$ cat config.mk
export PLATFORM = sky130hd
export DESIGN_NAME = pipe_ctrl_flat
export DESIGN_NICKNAME = d
export VERILOG_FILES = /design/src/rtl/pipe_ctrl_if.sv /design/src/rtl/pipe_ctrl.sv /design/src/flat_wrapper.sv
export SDC_FILE = /design/constraint.sdc
export NUM_CORES = 1
export LEC_CHECK = 0
export BUFFER_PORTS_ARGS = -buffer_cell sky130_fd_sc_hd__buf_2
export CAP_MARGIN = 20
export CELL_PAD_IN_SITES_DETAIL_PLACEMENT = 1
export CELL_PAD_IN_SITES_GLOBAL_PLACEMENT = 1
export CORE_MARGIN = 5
export CORE_UTILIZATION = 35
export CTS_BUF_LIST = sky130_fd_sc_hd__clkbuf_16
export CTS_CLUSTER_SIZE = 12
export DETAILED_ROUTE_END_ITERATION = 8
export HOLD_SLACK_MARGIN = 0.1
export PLACE_DENSITY = 0.86
export SETUP_SLACK_MARGIN = 0.05
export SLEW_MARGIN = 20
export SYNTH_ARGS = -nofsm -noshare
export SYNTH_HDL_FRONTEND = slang
export SYNTH_SLANG_ARGS = --single-unit
$ cat constraint.sdc
create_clock -name clk -period 2.95 [get_ports clk]
set_input_delay 0.7375 -clock clk [delete_from_list [all_inputs] [get_ports clk]]
set_output_delay 0.7375 -clock clk [all_outputs]
set_load 0.05 [all_outputs]
$ cat src/rtl/pipe_ctrl_if.sv
// Pipeline control bus between the OpenMIPS stage registers and pipe_ctrl.
// The master side is the pipeline. The slave side is the controller.
interface pipe_ctrl_if #(
  parameter int PC_W   = 32,
  parameter int PERF_W = 32
);
  logic              stallreq_id;
  logic              stallreq_ex;
  logic              flush_req;
  logic [PC_W-1:0]   flush_pc_i;
  logic [5:0]        stall_o;
  logic              flush_o;
  logic [PC_W-1:0]   new_pc_o;
  logic [PERF_W-1:0] stall_cnt_o;
  logic              wdog_err_o;

  modport master (
    output stallreq_id, stallreq_ex, flush_req, flush_pc_i,
    input  stall_o, flush_o, new_pc_o, stall_cnt_o, wdog_err_o
  );

  modport slave (
    input  stallreq_id, stallreq_ex, flush_req, flush_pc_i,
    output stall_o, flush_o, new_pc_o, stall_cnt_o, wdog_err_o
  );
endinterface

$ cat src/rtl/pipe_ctrl.sv
// Stall merge, flush sequencing and stall performance counter for the 5-stage pipe.
// Optional consecutive-stall watchdog is built when PIPE_CTRL_WDOG_EN is defined.
module pipe_ctrl #(
  parameter int PC_W        = 32,
  parameter int PERF_W      = 32,
  parameter int WDOG_CYCLES = 255
) (
  input  logic       clk,
  input  logic       rst,
  pipe_ctrl_if.slave bus
);
  typedef enum logic [1:0] {RUN, STALL, FLUSH} state_e;

  localparam logic [5:0] STALL_EX = 6'b001111;
  localparam logic [5:0] STALL_ID = 6'b000111;

  state_e            state_q;
  logic              flush_q;
  logic [PC_W-1:0]   new_pc_q;
  logic [PERF_W-1:0] cnt_q;
  logic [5:0]        stall_vec;
  logic              stalled;

  // Stages being invalidated must not hold, so a flush masks every stall request.
  always_comb begin
    stall_vec = 6'b000000;
    if (rst || state_q == FLUSH || bus.flush_req)
      stall_vec = 6'b000000;
    else if (bus.stallreq_ex)
      stall_vec = STALL_EX;
    else if (bus.stallreq_id)
      stall_vec = STALL_ID;
  end

  assign stalled = |stall_vec;

  always_ff @(posedge clk) begin
    if (rst) begin
      state_q  <= RUN;
      flush_q  <= 1'b0;
      new_pc_q <= '0;
      cnt_q    <= '0;
    end else begin
      if (bus.flush_req) begin
        state_q  <= FLUSH;
        flush_q  <= 1'b1;
        new_pc_q <= bus.flush_pc_i;
      end else begin
        state_q <= stalled ? STALL : RUN;
        flush_q <= 1'b0;
      end
      if (stalled && cnt_q != {PERF_W{1'b1}})
        cnt_q <= cnt_q + PERF_W'(1);
    end
  end

`ifdef PIPE_CTRL_WDOG_EN
  localparam logic [15:0] WDOG_LIM = 16'(WDOG_CYCLES);

  logic [15:0] wdog_cnt_q;
  logic        wdog_err_q;

  // Run length stops at the limit; the sticky flag already records the event.
  always_ff @(posedge clk) begin
    if (rst) begin
      wdog_cnt_q <= '0;
      wdog_err_q <= 1'b0;
    end else if (stalled && state_q != FLUSH) begin
      if (wdog_cnt_q != WDOG_LIM)
        wdog_cnt_q <= wdog_cnt_q + 16'd1;
      if (wdog_cnt_q + 16'd1 == WDOG_LIM)
        wdog_err_q <= 1'b1;
    end else begin
      wdog_cnt_q <= '0;
    end
  end

  assign bus.wdog_err_o = wdog_err_q;
`else
  logic [31:0] unused_wdog;
  assign unused_wdog    = WDOG_CYCLES;
  assign bus.wdog_err_o = 1'b0;
`endif

  assign bus.stall_o     = stall_vec;
  assign bus.flush_o     = flush_q;
  assign bus.new_pc_o    = new_pc_q;
  assign bus.stall_cnt_o = cnt_q;
endmodule
$ cat src/flat_wrapper.sv
// flat-port wrapper written by rule: the top's interface ports become plain ports
module pipe_ctrl_flat 
#(
  parameter int PC_W        = 32,
  parameter int PERF_W      = 32,
  parameter int WDOG_CYCLES = 255
)
  (clk, rst, bus_stallreq_id, bus_stallreq_ex, bus_flush_req, bus_flush_pc_i, bus_stall_o, bus_flush_o, bus_new_pc_o, bus_stall_cnt_o, bus_wdog_err_o);
  pipe_ctrl_if #(.PC_W(PC_W), .PERF_W(PERF_W)) bus_i ();
  input  logic clk;
  input  logic rst;
  input wire logic [$bits(bus_i.stallreq_id)-1:0] bus_stallreq_id;
  input wire logic [$bits(bus_i.stallreq_ex)-1:0] bus_stallreq_ex;
  input wire logic [$bits(bus_i.flush_req)-1:0] bus_flush_req;
  input wire logic [$bits(bus_i.flush_pc_i)-1:0] bus_flush_pc_i;
  output wire logic [$bits(bus_i.stall_o)-1:0] bus_stall_o;
  output wire logic [$bits(bus_i.flush_o)-1:0] bus_flush_o;
  output wire logic [$bits(bus_i.new_pc_o)-1:0] bus_new_pc_o;
  output wire logic [$bits(bus_i.stall_cnt_o)-1:0] bus_stall_cnt_o;
  output wire logic [$bits(bus_i.wdog_err_o)-1:0] bus_wdog_err_o;
  assign bus_i.stallreq_id = bus_stallreq_id;
  assign bus_i.stallreq_ex = bus_stallreq_ex;
  assign bus_i.flush_req = bus_flush_req;
  assign bus_i.flush_pc_i = bus_flush_pc_i;
  assign bus_stall_o = bus_i.stall_o;
  assign bus_flush_o = bus_i.flush_o;
  assign bus_new_pc_o = bus_i.new_pc_o;
  assign bus_stall_cnt_o = bus_i.stall_cnt_o;
  assign bus_wdog_err_o = bus_i.wdog_err_o;
  pipe_ctrl #(.PC_W(PC_W), .PERF_W(PERF_W), .WDOG_CYCLES(WDOG_CYCLES)) u_core (.clk(clk), .rst(rst), .bus(bus_i));
endmodule
==> impl_metrics.csv, run 1 <==
group,metric,value,unit
run_status,status,"finished clean",
setup_path,end_kind,"flip-flop",
setup_path,setup.worst_path.class,"flip-flop to flip-flop",
sta,max_slew_margin,0.429,
drt,antenna_left,0,
grt,antenna_found_initial,0,
cts,ctsHoldBuffers,0,
grt,grt_overflow,0,
placement,place_area,0.00347,mm^2
floorplan,die_h,101,um
logic_synthesis,synthFlopType,"dfxtp_1",
power_and_ir_drop,finalPower,2.20,mW
floorplan,core_area,0.00813,mm^2
layout,n_antenna_cell,0,
power_and_ir_drop,leakage,1.66,nW
layout,final_nets,458,
logic_synthesis,synth_edf_count,0,
sta,post-route-period-util,0.868,
cts,post_cts_resize_count,0,
setup_path,startpoint_type,"flip-flop",
grt,grt_pass1_vias,2870,
sta,final_max_slew_viol_count,0,
drt,drcViolationCount,0,
sta,tightest_slew,0.855,ns
cts,cts_buffers,9,
sta,clock_skew,0.00467,ns
cts,cts_sinks,66,
worst_hold_path,min_path_type,"flip-flop to flip-flop",
cts,cts_tree,"built",
logic_synthesis,ys_ff_latch,66,
sta,rsz0062_at_grt,"no",
layout,fill_cells,951,
drt,drt-pass1-iter-count,4,
floorplan,dieArea,0.0102,mm^2
power_and_ir_drop,p_per_area,586,mW/mm^2
logic_synthesis,synth.most_common_cell,"dfxtp_1",
drt,wl_per_cell,15.5,um
logic_synthesis,syn-cell-area,0.00290,mm^2
cts,cts_root_buffer,"clkbuf_16",
logic_synthesis,avgSynthCellArea,9.04,um^2
floorplan,io_pins,109,
cts,ctsLongestPathBuffers,2,
drt,drt-total-wl,8210,um
flow_run,drv_cap,0,
cts,clkLatencyLatePin,0.33,ns
logic_synthesis,synth_commonest_cells,"dfxtp_1, nor2_1, mux2i_1",
floorplan,initial_core_util,0.357,
drt,num_vias,2729,
sta,hold_viol_final,0,
placement,io_buffers,105,
layout,syn_to_final_growth,29.2,%
drt,drt_iter0_drc,67,
sta,setup_tns,0,ns
placement,dp_hpwl,5920,um
logic_synthesis,synth_cell_types,38,
logic_synthesis,yosysTopAreaCell,"dfxtp_1",
cts,path_clk_slew,0.05,ns
grt,grt_pass1_wl,13600,um
setup_path,crit_slowest_cell,"or4_4",
drt,vias_per_cell,5.15,
logic_synthesis,netlist_instances,321,
sta,min_period,2.56,ns
setup_path,crit_arrival,2.81,ns
logic_synthesis,yosysTopAreaCellShare,0.455,
floorplan,die_w,101,um
logic_synthesis,yosys_warnings,0,
cts,htree_levels,3,
logic_synthesis,ys_top_cells_by_area,"dfxtp_1, mux2i_1, nor2_1",
sta,fmax,390,MHz
logic_synthesis,ys_async_sr_fraction,0,
layout,finalInstanceArea,0.00375,mm^2
sta,setup_viol,0,
placement,gp_congestion,0.720,
power_and_ir_drop,irDropWorstVdd,0.270,mV
grt,track_usage,0.167,
setup_path,crit_fanout,14,
grt,grt_max_degree,69,
cts,postCtsSetupRepairBufs,0,
layout,drive_above_1_share,0.301,
setup_path,crit_chain,"nand4_1 -> or4_4 -> nor3_2 -> o21ai_0 -> a21oi_1",
setup_path,crit_required,3.20,ns
logic_synthesis,ys_seq_area_frac,0.455,
setup_path,slowest_delay,0.67,ns
floorplan,fp-row-count,33,
==> layout by cell type, fill, tap and decap left out, types with 3 or more instances in the layout <==
master,count
a21oi_1,22
and3_1,4
and4_1,3
buf_2,105
clkbuf_16,9
conb_1,3
dfxtp_1,66
inv_1,13
mux2i_1,33
nand2_1,11
nand3_1,10
nand4_1,13
nor2_1,46
nor2b_1,5
nor4_1,8
o21ai_0,16
o31ai_1,7
or3_1,14
or4_1,9
xnor2_1,4
==> final timing paths <==
| path | startpoint | to | slack [ns] | cells after the start |
|---|---|---|---|---|
| worst min register to register | u_core.bus.new_pc_o[3] | u_core.bus.new_pc_o[3] | 0.49 | 2 |
| worst max-delay path | u_core.bus.stall_cnt_o[22] | u_core.bus.stall_cnt_o[15] | 0.39 | 5 |
| worst min-delay path | u_core.bus.new_pc_o[3] | u_core.bus.new_pc_o[3] | 0.49 | 2 |
| worst max register to register | u_core.bus.stall_cnt_o[22] | u_core.bus.stall_cnt_o[15] | 0.39 | 5 |
==> per-stage QoR <==
step / setup slack [ns] / hold WS (ns) / util / instances
detailed placement: 0.256 / 0.478 / 0.427 / 514
finish: 0.389 / 0.487 / 0.461 / 530
global route: 0.184 / 0.517 / 0.461 / 530
global placement: 0.383 / 0.467 / 0.427 / 514
CTS: 0.393 / 0.496 / 0.461 / 530
floorplan: 0.372 / 0.587 / - / 323
==> power breakdown <==
group / internal (mW) / leakage, nW / total (mW) / switching (mW)
Combinational: 0.0691 / 0.969 / 0.251 / 0.182
Sequential: 0.921 / 0.539 / 0.936 / 0.0148
Clock: 0.638 / 0.154 / 1.01 / 0.375
Total: 1.63 / 1.66 / 2.20 / 0.571
==> cell families after synthesis <==
logic type,count (synthesis),share of synthesized area
AO/OA/AOI/OAI,48,0.0970
XOR/XNOR,5,0.0151
adder cells (fa/ha/maj),1,0.00431
buffers and inverters,30,0.0500
flip-flops,66,0.455
multiplexers,36,0.125
other,1,0.00129
AND/OR/NAND/NOR,134,0.252
==> cell type report <==
class / instances / area (um^2) / share of cell area
Timing Repair Buffer: 107 / 541 / 0.144
Multi-Input combinational cell: 227 / 1440 / 0.385
Clock inverter: 7 / 55.1 / 0.0147
Inverter: 9 / 33.8 / 0.00901
Clock buffer: 9 / 225 / 0.0600
Tap cell: 105 / 131 / 0.0350
Sequential cell: 66 / 1320 / 0.352
==> critical path, delay by kind of cell, from the launching register on <==
| kind | cells | cell delay (ns) |
|---|---|---|
| and+or+nand+nor | 3 | 1.59 |
| DFF | 1 | 0.45 |
| AOI/OAI and AO/OA | 2 | 0.44 |
==> metal layers <==
layer / global-route usage / vias to the layer above / share of wire
li1: - / 1343 / -
met1: 0.193 / 1289 / 0.41
met2: 0.277 / 86 / 0.48
met3: 0.0747 / 11 / 0.10
met4: 0.0521 / 0 / 0.012
met5: 0 / - / 0
==> flip-flops by register name (all words and copies together) (netlist names) <==
register,cells
u_core.bus.stall_cnt_o,32
u_core.bus.new_pc_o,32
u_core.bus.flush_o,1
u_core.state_q,1
Note: power is estimated with default switching activity, not from simulation.
==> run 2: changes to the inputs <==
- REMOVE_ABC_BUFFERS: default -> 1
==> impl_metrics.csv, run 2 (synthesized netlist as in run 1, its figures left out) <==
group,metric,value,unit
drt,num_vias,2788,
drt,wl_per_cell,16.3,um
drt,drcViolationCount,0,
layout,n_antenna_cell,0,
sta,post-route-period-util,0.897,
power_and_ir_drop,finalPower,2.42,mW
layout,final_cell_mix,"buf_2, dfxtp_1, nor2_1",
sta,max_slew_margin,0.526,
setup_path,startpoint_type,"input pin",
sta,fmax,378,MHz
placement,place_area,0.00348,mm^2
cts,ctsLongestPathBuffers,2,
grt,grt_pass1_wl,14200,um
drt,drt-pass1-iter-count,4,
sta,setup_viol,0,
power_and_ir_drop,irDropWorstVdd,0.333,mV
placement,placedCellCount,515,
power_and_ir_drop,p_per_area,635,mW/mm^2
sta,clock_skew,0.00924,ns
grt,grt_max_degree,69,
power_and_ir_drop,switching_share,0.251,
placement,dp_hpwl,6200,um
sta,layout_setup_ws,0.304,ns
placement,io_buffers,105,
layout,drive_above_1_share,0.311,
sta,min_period,2.65,ns
floorplan,dieArea,0.0102,mm^2
floorplan,fp-row-count,33,
layout,final_util,0.469,
layout,finalInstanceArea,0.00382,mm^2
cts,htree_levels,3,
cts,cts_buffers,9,
flow_run,drv_cap,0,
drt,drt-total-wl,8630,um
floorplan,die_h,101,um
run_status,status,"finished clean",
layout,syn_to_final_growth,31.6,%
placement,gp_congestion,0.772,
cts,post_cts_resize_count,0,
grt,antenna_found_initial,0,
floorplan,die_w,101,um
power_and_ir_drop,power_frac_comb,0.105,
power_and_ir_drop,leakage,1.67,nW
sta,rsz0062_at_grt,"no",
drt,antenna_left,0,
setup_path,setup.worst_path.class,"input pin to output pin",
layout,final_cells,530,
setup_path,crit_required,2.21,ns
cts,ctsHoldBuffers,0,
power_and_ir_drop,power_frac_clock,0.509,
drt,drt_iter0_drc,90,
cts,clkLatencyLatePin,0.34,ns
power_and_ir_drop,p_seq_frac,0.386,
cts,cts_sinks,66,
cts,postCtsSetupRepairBufs,0,
sta,tightest_slew,0.712,ns
floorplan,core_area,0.00813,mm^2
worst_hold_path,min_path_type,"flip-flop to flip-flop",
grt,grt_pass1_vias,2899,
layout,final_nets,459,
setup_path,crit_fanout,7,
cts,cts_root_buffer,"clkbuf_16",
power_and_ir_drop,switching_power,0.609,mW
floorplan,io_pins,109,
power_and_ir_drop,p_int,1.81,mW
cts,cts_tree,"built",
sta,setup_tns,0,ns
layout,final_common_cell,"buf_2",
sta,hold_viol_final,0,
setup_path,end_kind,"output pin",
setup_path,crit_arrival,1.91,ns
floorplan,initial_core_util,0.357,
placement,place_ws,0.232,ns
drt,vias_per_cell,5.26,
cts,path_clk_slew,0.06,ns
grt,track_usage,0.174,
sta,hold_slack,0.494,ns
sta,final_max_slew_viol_count,0,
grt,grt_overflow,0,
run 2: cell types whose count changed in the layout (fill, tap and decap cells not counted), sizes merged:
cell / change
clkinvlp: +1
buf: +1
clkinv: -1
bufinv: +2
inv: -3
run 2: cell type report:
type / instances / area [um^2]
Multi-Input combinational cell: 227 / 1440
Fill cell: 956 / 4320
Clock inverter: 6 / 115
Inverter: 9 / 33.8
Clock buffer: 9 / 225
Timing Repair Buffer: 108 / 548
Sequential cell: 66 / 1320
Tap cell: 105 / 131
run 2: path summary, 6_finish.rpt:
| check | end | from | cells past startpoint | slack [ns] |
|---|---|---|---|---|
| min reg2reg | u_core.bus.new_pc_o[27] | u_core.bus.new_pc_o[27] | 2 | 0.49 |
| max reg2reg | u_core.bus.stall_cnt_o[15] | u_core.bus.stall_cnt_o[22] | 5 | 0.52 |
| max | bus_stall_o[2] | bus_flush_req | 4 | 0.30 |
| min | u_core.bus.new_pc_o[27] | u_core.bus.new_pc_o[27] | 2 | 0.49 |
run 2: worst max-delay path, stage by stage:
cell and delay (ns):
buf_2 0.10, nor2_1 0.31, and3_1 0.42, buf_2 0.33
run 2: routing by layer:
layer | global-route usage | wire length (um) | up-vias
li1 | - | - | 1349
met1 | 0.193 | 3550 | 1334
met2 | 0.299 | 4190 | 93
met3 | 0.0685 | 750 | 12
met4 | 0.0675 | 145 | 0
met5 | 0 | 0 | -
run 2: power by group through the flow:
stage / Combinational [mW] / Clock [mW] / Sequential (mW)
3_5_place_dp: 0.255 / 0 / 0.954
3_3_place_gp: 0.249 / 0 / 0.953
5_1_grt: 0.270 / 1.29 / 0.940
2_1_floorplan: 0.0652 / 0 / 1.05
6_report: 0.253 / 1.23 / 0.937
4_1_cts: 0.256 / 1.25 / 0.937
==> run 3: changes to the inputs <==
- ABC_AREA: default -> 1
- CELL_PAD_IN_SITES_DETAIL_PLACEMENT: 1 -> 2
- CELL_PAD_IN_SITES_GLOBAL_PLACEMENT: 1 -> 2
- CORE_UTILIZATION: 35 -> 27
- PLACE_DENSITY: 0.86 -> 0.88
==> impl_metrics.csv, run 3 <==
group,metric,value,unit
sta,clock_skew,0.00555,ns
logic_synthesis,avgSynthCellArea,7.48,um^2
cts,cts_sinks,66,
floorplan,die_h,117,um
drt,drt_iter0_drc,47,
run_status,status,"finished clean",
setup_path,cp-endpoint,"bus_stall_o[1]",
setup_path,end_kind,"output pin",
placement,placedCellCount,644,
layout,seq_area,0.00132,mm^2
layout,syn_to_final_growth,29.9,%
sta,tightest_slew,1.04,ns
cts,cts_buffers,9,
floorplan,core_area,0.0113,mm^2
sta,hold_slack,0.477,ns
setup_path,crit_required,2.21,ns
sta,final_max_slew_viol_count,0,
cts,path_clk_slew,0.06,ns
floorplan,die_w,117,um
logic_synthesis,yosysTopAreaCellShare,0.430,
cts,cts_tree,"built",
grt,antenna_found_initial,0,
placement,place_ws,0.500,ns
layout,n_antenna_cell,0,
power_and_ir_drop,p_per_area,587,mW/mm^2
sta,rsz0062_at_grt,"no",
grt,track_usage,0.177,
setup_path,crit_start,"bus_stallreq_ex",
sta,min_period,2.43,ns
logic_synthesis,ys_async_sr_fraction,0,
setup_path,r2r_slack,0.86,ns
layout,fill_cells,1343,
drt,wl_per_cell,17.2,um
drt,drt-total-wl,11300,um
sta,setup_viol,0,
drt,antenna_left,0,
layout,final_nets,550,
setup_path,ff2ff_path_depth,9,
logic_synthesis,yosysTopAreaCell,"dfxtp_1",
drt,drt-pass1-iter-count,4,
cts,post_cts_resize_count,0,
setup_path,crit_arrival,1.69,ns
logic_synthesis,synth.most_common_cell,"nand2_1",
setup_path,rr_endpoint,"u_core.bus.stall_cnt_o[2]",
grt,grt_overflow,0,
placement,io_buffers,105,
drt,vias_per_cell,4.78,
cts,ctsLongestPathBuffers,2,
logic_synthesis,synthFlopType,"dfxtp_1",
logic_synthesis,ys_ff_latch,66,
drt,num_vias,3154,
sta,hold_viol_final,0,
grt,grt_pass1_wl,18700,um
floorplan,initial_core_util,0.273,
cts,htree_levels,3,
sta,post-route-period-util,0.822,
logic_synthesis,ys_top_cells_by_area,"dfxtp_1, nand2_1, a22o_1",
power_and_ir_drop,irDropWorstVdd,0.285,mV
setup_path,reg2reg_from,"u_core.bus.stall_cnt_o[1]",
drt,wl_met3,1000,um
cts,ctsHoldBuffers,0,
logic_synthesis,netlist_instances,411,
placement,dp_hpwl,8650,um
layout,final_cells,660,
sta,setup_tns,0,ns
logic_synthesis,synth_edf_count,0,
setup_path,startpoint_type,"input pin",
layout,multi_input_area,0.00152,mm^2
cts,clkLatencyLatePin,0.34,ns
power_and_ir_drop,leakage,1.81,nW
drt,wl_met1,4570,um
cts,cts_root_buffer,"clkbuf_16",
grt,grt_max_degree,37,
logic_synthesis,syn-cell-area,0.00307,mm^2
logic_synthesis,synth_commonest_cells,"nand2_1, nor2_1, dfxtp_1",
logic_synthesis,ys_seq_area_frac,0.430,
layout,final_cell_mix,"buf_2, nand2_1, nor2_1",
layout,final_common_cell,"buf_2",
drt,drcViolationCount,0,
sta,max_slew_margin,0.305,
setup_path,setup.worst_path.class,"input pin to output pin",
worst_hold_path,min_path_type,"flip-flop to flip-flop",
layout,drive_above_1_share,0.282,
placement,gp_congestion,0.797,
drt,highest_layer,"met4",
setup_path,crit_fanout,11,
flow_run,drv_cap,0,
floorplan,fp-row-count,39,
floorplan,io_pins,109,
power_and_ir_drop,finalPower,2.34,mW
cts,postCtsSetupRepairBufs,0,
grt,grt_pass1_vias,3696,
sta,layout_setup_ws,0.524,ns
drt,dr_wl_met2,5610,um
logic_synthesis,yosys_warnings,0,
floorplan,dieArea,0.0136,mm^2
sta,fmax,412,MHz
logic_synthesis,synth_cell_types,26,
run 3: worst max-delay path, stage by stage:
cell,delay (ns)
buf_2,0.08
inv_1,0.05
nand2_1,0.11
inv_1,0.10
nor2_4,0.26
buf_2,0.33
run 3: routing by layer:
metal | up-vias | global-route usage
li1 | 1537 | -
met1 | 1507 | 0.195
met2 | 96 | 0.309
met3 | 14 | 0.0767
met4 | 0 | 0.0520
met5 | - | 0
run 3: per-stage QoR:
stage | cell area, um^2 | util
2_1_floorplan | 2960 | -
3_3_place_gp | 3680 | 0.326
3_5_place_dp | 3680 | 0.326
4_1_cts | 3990 | 0.354
5_1_grt | 3990 | 0.354
6_report | 3990 | 0.354
run 3: logic make-up (layout without fill, tap and decap cells):
logic type               Yosys count  in the layout  synth area share
buffers and inverters             50            154            0.0786
flip-flops                        66             66             0.430
adder cells (fa/ha/maj)            1              1           0.00407
AO/OA/AOI/OAI                     62             62             0.140
other                              1              3           0.00122
XOR/XNOR                           1              1           0.00285
AND/OR/NAND/NOR                  230            230             0.344
run 3: worst min-delay path by stage:
stage	cells past startpoint	slack, ns	endpoint	startpoint
final	1	0.48	u_core.bus.new_pc_o[7]	u_core.bus.new_pc_o[7]
after global routing	1	0.51	u_core.bus.new_pc_o[31]	u_core.bus.new_pc_o[31]
after global placement	1	0.46	u_core.bus.new_pc_o[14]	u_core.bus.new_pc_o[14]
after floorplan	4	0.60	u_core.state_q[0]	u_core.state_q[0]
after detailed placement	1	0.47	u_core.bus.new_pc_o[7]	u_core.bus.new_pc_o[7]
after CTS	1	0.48	u_core.bus.new_pc_o[7]	u_core.bus.new_pc_o[7]
run 3: cell type report:
class	count	share of cell area
Clock buffer	9	0.0564
Clock inverter	7	0.0232
Tap cell	143	0.0448
Inverter	31	0.0291
Timing Repair Buffer	107	0.135
Multi-Input combinational cell	297	0.380
Sequential cell	66	0.331
run 3: where the power goes:
part	total [mW]	switching, mW	internal, mW
Sequential	0.937	0.0165	0.920
Clock	1.16	0.420	0.738
Combinational	0.249	0.184	0.0655
